[config.mk]
export PLATFORM = sky130hd
export DESIGN_NAME = csi2_vc_frame_tracker
export DESIGN_NICKNAME = d
export VERILOG_FILES = /design/src/rtl/csi2_pkg.sv /design/src/rtl/csi2_vc_fsm.sv /design/src/rtl/csi2_vc_frame_tracker.sv
export SDC_FILE = /design/constraint.sdc
export NUM_CORES = 1
export LEC_CHECK = 0
export CAP_MARGIN = 20
export CELL_PAD_IN_SITES_DETAIL_PLACEMENT = 1
export CELL_PAD_IN_SITES_GLOBAL_PLACEMENT = 1
export CORE_MARGIN = 2
export CORE_UTILIZATION = 39
export CTS_CLUSTER_DIAMETER = 100
export DETAILED_ROUTE_END_ITERATION = 7
export PLACE_DENSITY = 0.87
export SLEW_MARGIN = 20
export SYNTH_ARGS = -nofsm -noshare
export SYNTH_HDL_FRONTEND = slang
export SYNTH_HIERARCHICAL = 1
export SYNTH_SLANG_ARGS = --single-unit
[constraint.sdc]
create_clock -name PARALLEL_CLOCK_I -period 2.5 [get_ports PARALLEL_CLOCK_I]
set_clock_uncertainty 0.1 [all_clocks]
set_input_delay 0.625 -clock PARALLEL_CLOCK_I [delete_from_list [all_inputs] [get_ports PARALLEL_CLOCK_I]]
set_output_delay 0.625 -clock PARALLEL_CLOCK_I [all_outputs]
set_load 0.02 [all_outputs]
[src/rtl/csi2_pkg.sv]
// Shared types and constants for the CSI-2 multi-VC frame/line tracker.
// Data-type codes, per-VC FSM states and sticky error bit positions.
package csi2_pkg;

   localparam logic [5:0] DT_FS       = 6'h00;
   localparam logic [5:0] DT_FE       = 6'h01;
   localparam logic [5:0] DT_LS       = 6'h02;
   localparam logic [5:0] DT_LE       = 6'h03;
   localparam logic [5:0] DT_LONG_MIN = 6'h10;
   localparam logic [5:0] DT_EBD      = 6'h12;
   localparam logic [5:0] DT_PIX_LO   = 6'h18;
   localparam logic [5:0] DT_PIX_HI   = 6'h2F;

   localparam int ERR_ECC   = 0;
   localparam int ERR_CRC   = 1;
   localparam int ERR_PROTO = 2;
   localparam int ERR_TRUNC = 3;
   localparam int ERR_UNSUP = 4;

   typedef enum logic [1:0] {
      ST_IDLE,
      ST_FRAME,
      ST_LINE,
      ST_EBD
   } vc_state_e;

   typedef enum logic [2:0] {
      DTC_NONE,
      DTC_FS,
      DTC_FE,
      DTC_PIX,
      DTC_EBD,
      DTC_LONG
   } dt_class_e;

   // LS/LE deliberately map to NONE: line timing comes from long packets
   function automatic dt_class_e dt_classify(input logic [5:0] dt);
      dt_class_e c;
      c = DTC_NONE;
      if (dt == DT_FS) begin
         c = DTC_FS;
      end else if (dt == DT_FE) begin
         c = DTC_FE;
      end else if (dt == DT_EBD) begin
         c = DTC_EBD;
      end else if (dt >= DT_PIX_LO && dt <= DT_PIX_HI) begin
         c = DTC_PIX;
      end else if (dt >= DT_LONG_MIN) begin
         c = DTC_LONG;
      end
      return c;
   endfunction

endpackage

[src/rtl/csi2_vc_fsm.sv]
// Per-virtual-channel frame/line FSM with line, frame and last-line counters.
// A payload end is applied before a header arriving in the same cycle.
module csi2_vc_fsm
   import csi2_pkg::*;
#(
   parameter int g_CNT_WIDTH = 16
) (
   input  logic                   clk,
   input  logic                   rst,
   input  logic                   pend_i,
   input  logic                   fs_i,
   input  logic                   fe_i,
   input  logic                   pix_i,
   input  logic                   ebd_i,
   input  logic [15:0]            wc_i,
   output logic                   frame_valid_o,
   output logic                   line_valid_o,
   output logic                   ebd_valid_o,
   output logic [g_CNT_WIDTH-1:0] frame_cnt_o,
   output logic [g_CNT_WIDTH-1:0] last_lines_o,
   output logic                   wc_mismatch_o,
   output logic                   proto_err_o,
   output logic                   trunc_err_o
);

   vc_state_e              state_q, state_d;
   logic [g_CNT_WIDTH-1:0] line_cnt_q, line_cnt_d;
   logic [g_CNT_WIDTH-1:0] frame_cnt_q, frame_cnt_d;
   logic [g_CNT_WIDTH-1:0] last_lines_q, last_lines_d;
   logic [15:0]            ref_wc_q, ref_wc_d;
   logic                   ref_ok_q, ref_ok_d;
   logic                   mism_q, mism_d;

   always_ff @(posedge clk or posedge rst) begin
      if (rst) begin
         state_q      <= ST_IDLE;
         line_cnt_q   <= '0;
         frame_cnt_q  <= '0;
         last_lines_q <= '0;
         ref_wc_q     <= '0;
         ref_ok_q     <= 1'b0;
         mism_q       <= 1'b0;
      end else begin
         state_q      <= state_d;
         line_cnt_q   <= line_cnt_d;
         frame_cnt_q  <= frame_cnt_d;
         last_lines_q <= last_lines_d;
         ref_wc_q     <= ref_wc_d;
         ref_ok_q     <= ref_ok_d;
         mism_q       <= mism_d;
      end
   end

   always_comb begin
      state_d      = state_q;
      line_cnt_d   = line_cnt_q;
      frame_cnt_d  = frame_cnt_q;
      last_lines_d = last_lines_q;
      ref_wc_d     = ref_wc_q;
      ref_ok_d     = ref_ok_q;
      mism_d       = mism_q;
      proto_err_o  = 1'b0;
      trunc_err_o  = 1'b0;

      if (pend_i) begin
         if (state_q == ST_LINE) begin
            state_d = ST_FRAME;
            if (line_cnt_q != '1) begin
               line_cnt_d = line_cnt_q + 1'b1;
            end
         end else if (state_q == ST_EBD) begin
            state_d = ST_FRAME;
         end
      end

      // header is evaluated against the post-payload-end state
      unique case (1'b1)
         fs_i: begin
            proto_err_o = (state_d != ST_IDLE);
            state_d     = ST_FRAME;
            line_cnt_d  = '0;
            ref_ok_d    = 1'b0;
         end
         fe_i: begin
            if (state_d == ST_FRAME) begin
               frame_cnt_d  = frame_cnt_q + 1'b1;
               last_lines_d = line_cnt_d;
            end else if (state_d != ST_IDLE) begin
               trunc_err_o = 1'b1;
            end
            state_d = ST_IDLE;
         end
         pix_i: begin
            if (state_d == ST_FRAME) begin
               state_d = ST_LINE;
               if (!ref_ok_q) begin
                  ref_wc_d = wc_i;
                  ref_ok_d = 1'b1;
               end else if (wc_i != ref_wc_q) begin
                  mism_d = 1'b1;
               end
            end else begin
               proto_err_o = 1'b1;
            end
         end
         ebd_i: begin
            if (state_d == ST_FRAME) begin
               state_d = ST_EBD;
            end else begin
               proto_err_o = 1'b1;
            end
         end
         default: ;
      endcase
   end

   assign frame_valid_o = (state_q != ST_IDLE);
   assign line_valid_o  = (state_q == ST_LINE);
   assign ebd_valid_o   = (state_q == ST_EBD);
   assign frame_cnt_o   = frame_cnt_q;
   assign last_lines_o  = last_lines_q;
   assign wc_mismatch_o = mism_q;

endmodule

[src/rtl/csi2_vc_frame_tracker.sv]
// Multi-VC frame/line tracker behind the CSI-2 RX packet decoder.
// Filters headers, routes events to per-VC FSMs, keeps error state and IRQ.
module csi2_vc_frame_tracker
   import csi2_pkg::*;
#(
   parameter int g_NO_OF_VC      = 4,
   parameter int g_VC_BITS       = 2,
   parameter int g_CNT_WIDTH     = 16,
   parameter int g_ERR_CNT_WIDTH = 8
) (
   input  logic                              PARALLEL_CLOCK_I,
   input  logic                              RESET_I,
   input  logic                              HDR_VALID_I,
   input  logic [g_VC_BITS-1:0]              HDR_VC_I,
   input  logic [5:0]                        HDR_DT_I,
   input  logic [15:0]                       HDR_WC_I,
   input  logic                              HDR_ECC_ERR_I,
   input  logic                              PEND_VALID_I,
   input  logic                              PEND_CRC_ERR_I,
   input  logic [4:0]                        ERR_CLEAR_I,
   input  logic [4:0]                        IRQ_MASK_I,
   output logic [g_NO_OF_VC-1:0]             FRAME_VALID_O,
   output logic [g_NO_OF_VC-1:0]             LINE_VALID_O,
   output logic [g_NO_OF_VC-1:0]             EBD_VALID_O,
   output logic [g_NO_OF_VC*g_CNT_WIDTH-1:0] FRAME_CNT_O,
   output logic [g_NO_OF_VC*g_CNT_WIDTH-1:0] LAST_LINES_O,
   output logic [g_NO_OF_VC-1:0]             WC_MISMATCH_O,
   output logic [g_ERR_CNT_WIDTH-1:0]        ECC_ERR_CNT_O,
   output logic [g_ERR_CNT_WIDTH-1:0]        CRC_ERR_CNT_O,
   output logic [4:0]                        ERR_STICKY_O,
   output logic                              MIPI_INTERRUPT_O
);

   localparam logic [g_VC_BITS:0] NVC = (g_VC_BITS + 1)'(g_NO_OF_VC);

   logic                       act_ok_q, act_ok_d;
   logic [g_VC_BITS-1:0]       act_vc_q, act_vc_d;
   logic [g_ERR_CNT_WIDTH-1:0] ecc_cnt_q, ecc_cnt_d;
   logic [g_ERR_CNT_WIDTH-1:0] crc_cnt_q, crc_cnt_d;
   logic [4:0]                 sticky_q, sticky_d;
   logic                       irq_q, irq_d;

   dt_class_e             dtc;
   logic                  vc_ok;
   logic                  hdr_clean;
   logic                  hdr_ok;
   logic                  hdr_long;
   logic                  pend_hit;
   logic                  ecc_hit;
   logic                  crc_hit;
   logic                  unsup_hit;
   logic [g_NO_OF_VC-1:0] proto_v;
   logic [g_NO_OF_VC-1:0] trunc_v;
   logic [4:0]            err_set;

   assign dtc       = dt_classify(HDR_DT_I);
   assign vc_ok     = ({1'b0, HDR_VC_I} < NVC);
   assign hdr_clean = HDR_VALID_I & ~HDR_ECC_ERR_I;
   assign hdr_ok    = hdr_clean & vc_ok;
   assign hdr_long  = (HDR_DT_I >= DT_LONG_MIN);
   assign pend_hit  = PEND_VALID_I & act_ok_q;
   assign ecc_hit   = HDR_VALID_I & HDR_ECC_ERR_I;
   assign crc_hit   = pend_hit & PEND_CRC_ERR_I;
   assign unsup_hit = hdr_clean & ~vc_ok;

   for (genvar i = 0; i < g_NO_OF_VC; i++) begin : g_vc
      logic sel;
      logic pend_sel;
      assign sel      = hdr_ok & (HDR_VC_I == g_VC_BITS'(i));
      assign pend_sel = pend_hit & (act_vc_q == g_VC_BITS'(i));

      csi2_vc_fsm #(
         .g_CNT_WIDTH(g_CNT_WIDTH)
      ) u_fsm (
         .clk          (PARALLEL_CLOCK_I),
         .rst          (RESET_I),
         .pend_i       (pend_sel),
         .fs_i         (sel & (dtc == DTC_FS)),
         .fe_i         (sel & (dtc == DTC_FE)),
         .pix_i        (sel & (dtc == DTC_PIX)),
         .ebd_i        (sel & (dtc == DTC_EBD)),
         .wc_i         (HDR_WC_I),
         .frame_valid_o(FRAME_VALID_O[i]),
         .line_valid_o (LINE_VALID_O[i]),
         .ebd_valid_o  (EBD_VALID_O[i]),
         .frame_cnt_o  (FRAME_CNT_O[i*g_CNT_WIDTH +: g_CNT_WIDTH]),
         .last_lines_o (LAST_LINES_O[i*g_CNT_WIDTH +: g_CNT_WIDTH]),
         .wc_mismatch_o(WC_MISMATCH_O[i]),
         .proto_err_o  (proto_v[i]),
         .trunc_err_o  (trunc_v[i])
      );
   end

   always_comb begin
      act_ok_d = act_ok_q;
      act_vc_d = act_vc_q;
      if (pend_hit) begin
         act_ok_d = 1'b0;
      end
      // an unsupported long header drops ownership so its payload end is ignored
      if (hdr_clean && hdr_long) begin
         act_ok_d = vc_ok;
         if (vc_ok) begin
            act_vc_d = HDR_VC_I;
         end
      end
   end

   always_comb begin
      ecc_cnt_d = ecc_cnt_q;
      crc_cnt_d = crc_cnt_q;
      if (ecc_hit && ecc_cnt_q != '1) begin
         ecc_cnt_d = ecc_cnt_q + 1'b1;
      end
      if (crc_hit && crc_cnt_q != '1) begin
         crc_cnt_d = crc_cnt_q + 1'b1;
      end

      err_set            = '0;
      err_set[ERR_ECC]   = ecc_hit;
      err_set[ERR_CRC]   = crc_hit;
      err_set[ERR_PROTO] = |proto_v;
      err_set[ERR_TRUNC] = |trunc_v;
      err_set[ERR_UNSUP] = unsup_hit;

      sticky_d = (sticky_q & ~ERR_CLEAR_I) | err_set;
      irq_d    = |(sticky_d & IRQ_MASK_I);
   end

   always_ff @(posedge PARALLEL_CLOCK_I or posedge RESET_I) begin
      if (RESET_I) begin
         act_ok_q  <= 1'b0;
         act_vc_q  <= '0;
         ecc_cnt_q <= '0;
         crc_cnt_q <= '0;
         sticky_q  <= '0;
         irq_q     <= 1'b0;
      end else begin
         act_ok_q  <= act_ok_d;
         act_vc_q  <= act_vc_d;
         ecc_cnt_q <= ecc_cnt_d;
         crc_cnt_q <= crc_cnt_d;
         sticky_q  <= sticky_d;
         irq_q     <= irq_d;
      end
   end

   assign ECC_ERR_CNT_O    = ecc_cnt_q;
   assign CRC_ERR_CNT_O    = crc_cnt_q;
   assign ERR_STICKY_O     = sticky_q;
   assign MIPI_INTERRUPT_O = irq_q;

endmodule

==> qor.txt <==
status: complete, no violations
H-tree Lvls: 2
Yosys cell types: 63
Fillers: 3937
die height: 195 um
most common cell after layout, fill and taps aside: dfrtp_1
CTS max path bufs: 3
Sw Share: 0.247
Clock Sinks: 297
post-layout util: 0.535
global route overflow: 0
Via Count: 12100
# port buffers: 205
multi-input logic area: 0.00671 sq mm
Peak VDD IR: 0.483 mV
Max Cap Viol: 0
hold slack: 0.362 ns
core area: 0.0363 sq mm
synth-to-layout area growth: 36.3%
worst r2r src: act_vc_q[0]
total wire length: 44.4 mm
net count after synthesis: 1388
Final setup viols: 0
overall routing resource usage: 0.233
hold path depth: 1
post-DP HPWL: 31.9 mm
Detailed Routing Iterations Pass 1: 4
dominant synthesized flop cell: dfrtp_1
HP Start: g_vc[1].u_fsm/wc_mismatch_o
register area: 0.00744 sq mm
DRC errors left: 0
fin cells: 2196
initial core utilization: 0.393
1st-iter DRT viols: 582
kind of critical path: reg -> reg
cts hold-fix bufs: 0
Vias/cell: 5.49
Die ar.: 0.0381 sq mm
Slew @ Worst Pin: 0.685 ns
#FFs+latches synth: 297
FP Rows: 70
crit path max fanout: 6
EDFF count, synth: 0
mapped cell area: 0.0143 sq mm
pin count of the biggest net entering global routing: 69
# IOs: 206
vias in the first global route: 13300
worst-skew pair later-pin latency: 0.52 ns
Comb power frac: 0.092
switching pwr: 2.79 mW
Avg Synthesized Cell Area: 10.7 sq um
cell depth of the worst flop-to-flop path: 7
FMAX: 405 MHz
FF-to-FF End: g_vc[2].u_fsm/last_lines_o[13]
Routed Antenna Nets: 0
initial antenna violation count: 4
internal power: 8.49 mW
yosys warns: 6
DR WL/cell: 20.2 um
max-slew violations: 0
Async SR Flop Fraction: 1.00
highest-count cells in the layout ignoring fill and taps: dfrtp_1, clkdlybuf4s50_1, buf_4
post-synthesis sequential area ratio: 0.521
Rel. slew slack: 0.540
TritonCTS Buffers: 35
CTS tree: yes
sequential power share: 0.453
Area contributors post-synth: dfrtp_1, mux2_2, xor2_1
post-route minimum period: 2.47 ns
Worst R2R Setup Slack: 0.03 ns
largest area contributor in the netlist: dfrtp_1
first-pass GRT wire length: 71.4 mm
GPL Wtd Cong: 0.831
crit share post-route: 0.986
PD cells: 579 mW/mm^2
Synth top area share: 0.521
CP Launch Type: flop
Clock power frac: 0.455
Clk Tree Root Cell: clkbuf_16
Critical Path RT: 2.81 ns
Hold Fails Final Rpt: 0
Worst EP arrival: 2.78 ns
leakage power: 8.70 nW
layout net count: 1752
clk slew on worst S/H paths: 0.06 ns
placed cell count: 2117
hold path endpoint: g_vc[1].u_fsm/wc_mismatch_o
Die W: 195 um
final setup TNS: 0 ns
Hold Crit Class: reg -> reg
share of cells above drive strength 1: 0.217
Worst setup EP type: flop
cells after synthesis: 1338
RSZ-0062 raised after global routing: true
-- power groups by stage --
| stage | combinational [mW] | sequential [mW] | clock [mW] |
|---|---|---|---|
| detailed placement | 1.01 | 5.18 | 0 |
| global placement | 0.969 | 5.17 | 0 |
| floorplan | 0.377 | 5.24 | 0 |
| CTS | 1.04 | 5.10 | 5.24 |
| finish | 1.04 | 5.11 | 5.13 |
| global route | 1.13 | 5.12 | 5.45 |
-- layout make-up --
cell class                      count  share of cell area
Clock buffer                       45              0.0485
Clock inverter                     15             0.00945
Timing Repair Buffer              367               0.177
Antenna cell                        3            0.000386
Inverter                           38             0.00733
Tap cell                          468              0.0301
Multi-Input combinational cell    963               0.345
Sequential cell                   297               0.382
-- metal layers --
layer | track usage | share of wire | vias up | wire (um)
met3 | 0.0434 | 0.044 | 98 | 1940
met4 | 0.0925 | 0.038 | 2 | 1670
met2 | 0.408 | 0.50 | 237 | 22400
li1 | - | - | 5586 | -
met5 | 0 | 0.00029 | - | 13
met1 | 0.283 | 0.41 | 6131 | 18400
-- sequential cells by signal, summed over array words and instances (netlist names) --
signal and flops:
g_vc.u_fsm/line_cnt_q 64, ECC_ERR_CNT_O 8, act_vc_q 2, g_vc.u_fsm/frame_cnt_o 64
g_vc.u_fsm/last_lines_o 64, CRC_ERR_CNT_O 8, g_vc.u_fsm/wc_mismatch_o 4, act_ok_q 1
MIPI_INTERRUPT_O 1, ERR_STICKY_O 5, g_vc.u_fsm/state_q 8, g_vc.u_fsm/ref_ok_q 4
g_vc.u_fsm/ref_wc_q 64
-- critical path, stage by stage (launching register included) --
cell and delay, ns:
dfrtp_2 0.44, nor3_2 0.20, buf_4 0.17, nand3b_1 0.14, or4_4 0.55, buf_4 0.18
or3_4 0.35, a31oi_1 0.23
-- cells by family after synthesis --
| kind of cell | share of synthesized area |
|---|---|
| AOI/OAI and AO/OA | 0.0989 |
| xor gates and xnor gates | 0.0859 |
| adders and majority gates | 0.00877 |
| buffers and inverters | 0.0223 |
| DFF | 0.521 |
| muxes | 0.0651 |
| and+or+nand+nor | 0.198 |
-- repair_timing --
item / CTS / global route
resized for setup: 52 / 25
pin swaps: 12 / 9
setup endpoints to repair: 86 / 32
setup buffers: 12 / 4
-- stage by stage --
step / area, sq um / total power, mW / setup WS [ns]
finish: 19500 / 11.3 / 0.0338
global route: 19500 / 11.7 / -0.0248
global placement: 18000 / 6.14 / -0.746
detailed placement: 18000 / 6.20 / -0.945
CTS: 19300 / 11.4 / -0.0117
floorplan: 14300 / 5.62 / -0.138
-- synth_stat cells, types with 4 or more instances --
cell       count
nor3_1        43
nand4_4        5
xnor2_1       53
nor2_1       108
and2_1         8
and3b_1        4
or3_1         26
dfrtp_1      297
nand3b_1       8
o21bai_1       4
nand2_1       96
inv_1         38
o2bb2ai_1      6
a41o_1         4
buf_2         11
mux2i_1       14
a31oi_1       52
nand2b_1       4
nand3_1       41
and4_1         5
a311oi_1       4
nor4_2         6
o21ai_0       48
clkbuf_1      25
o31ai_1       34
xor2_1        87
ha_1          10
a21oi_1       48
and3_1        11
nand4b_1       5
nor4_1        30
nor2b_1       10
or4_1         23
mux2_2        69
or2_2         11
nand4_1       46
-- how the worst max path moves through the flow --
stage                   from                              to  cells past startpoint
2_1_floorplan    HDR_DT_I[4]   g_vc[1].u_fsm/frame_cnt_o[15]                      7
3_3_place_gp   HDR_ECC_ERR_I                MIPI_INTERRUPT_O                     11
3_5_place_dp     HDR_DT_I[4]                MIPI_INTERRUPT_O                     11
4_1_cts          HDR_VC_I[0]                MIPI_INTERRUPT_O                     11
5_1_grt          act_vc_q[0]  g_vc[2].u_fsm/last_lines_o[13]                      7
6_report         act_vc_q[0]  g_vc[2].u_fsm/last_lines_o[13]                      7
Note: power is estimated with default switching activity, not from simulation.
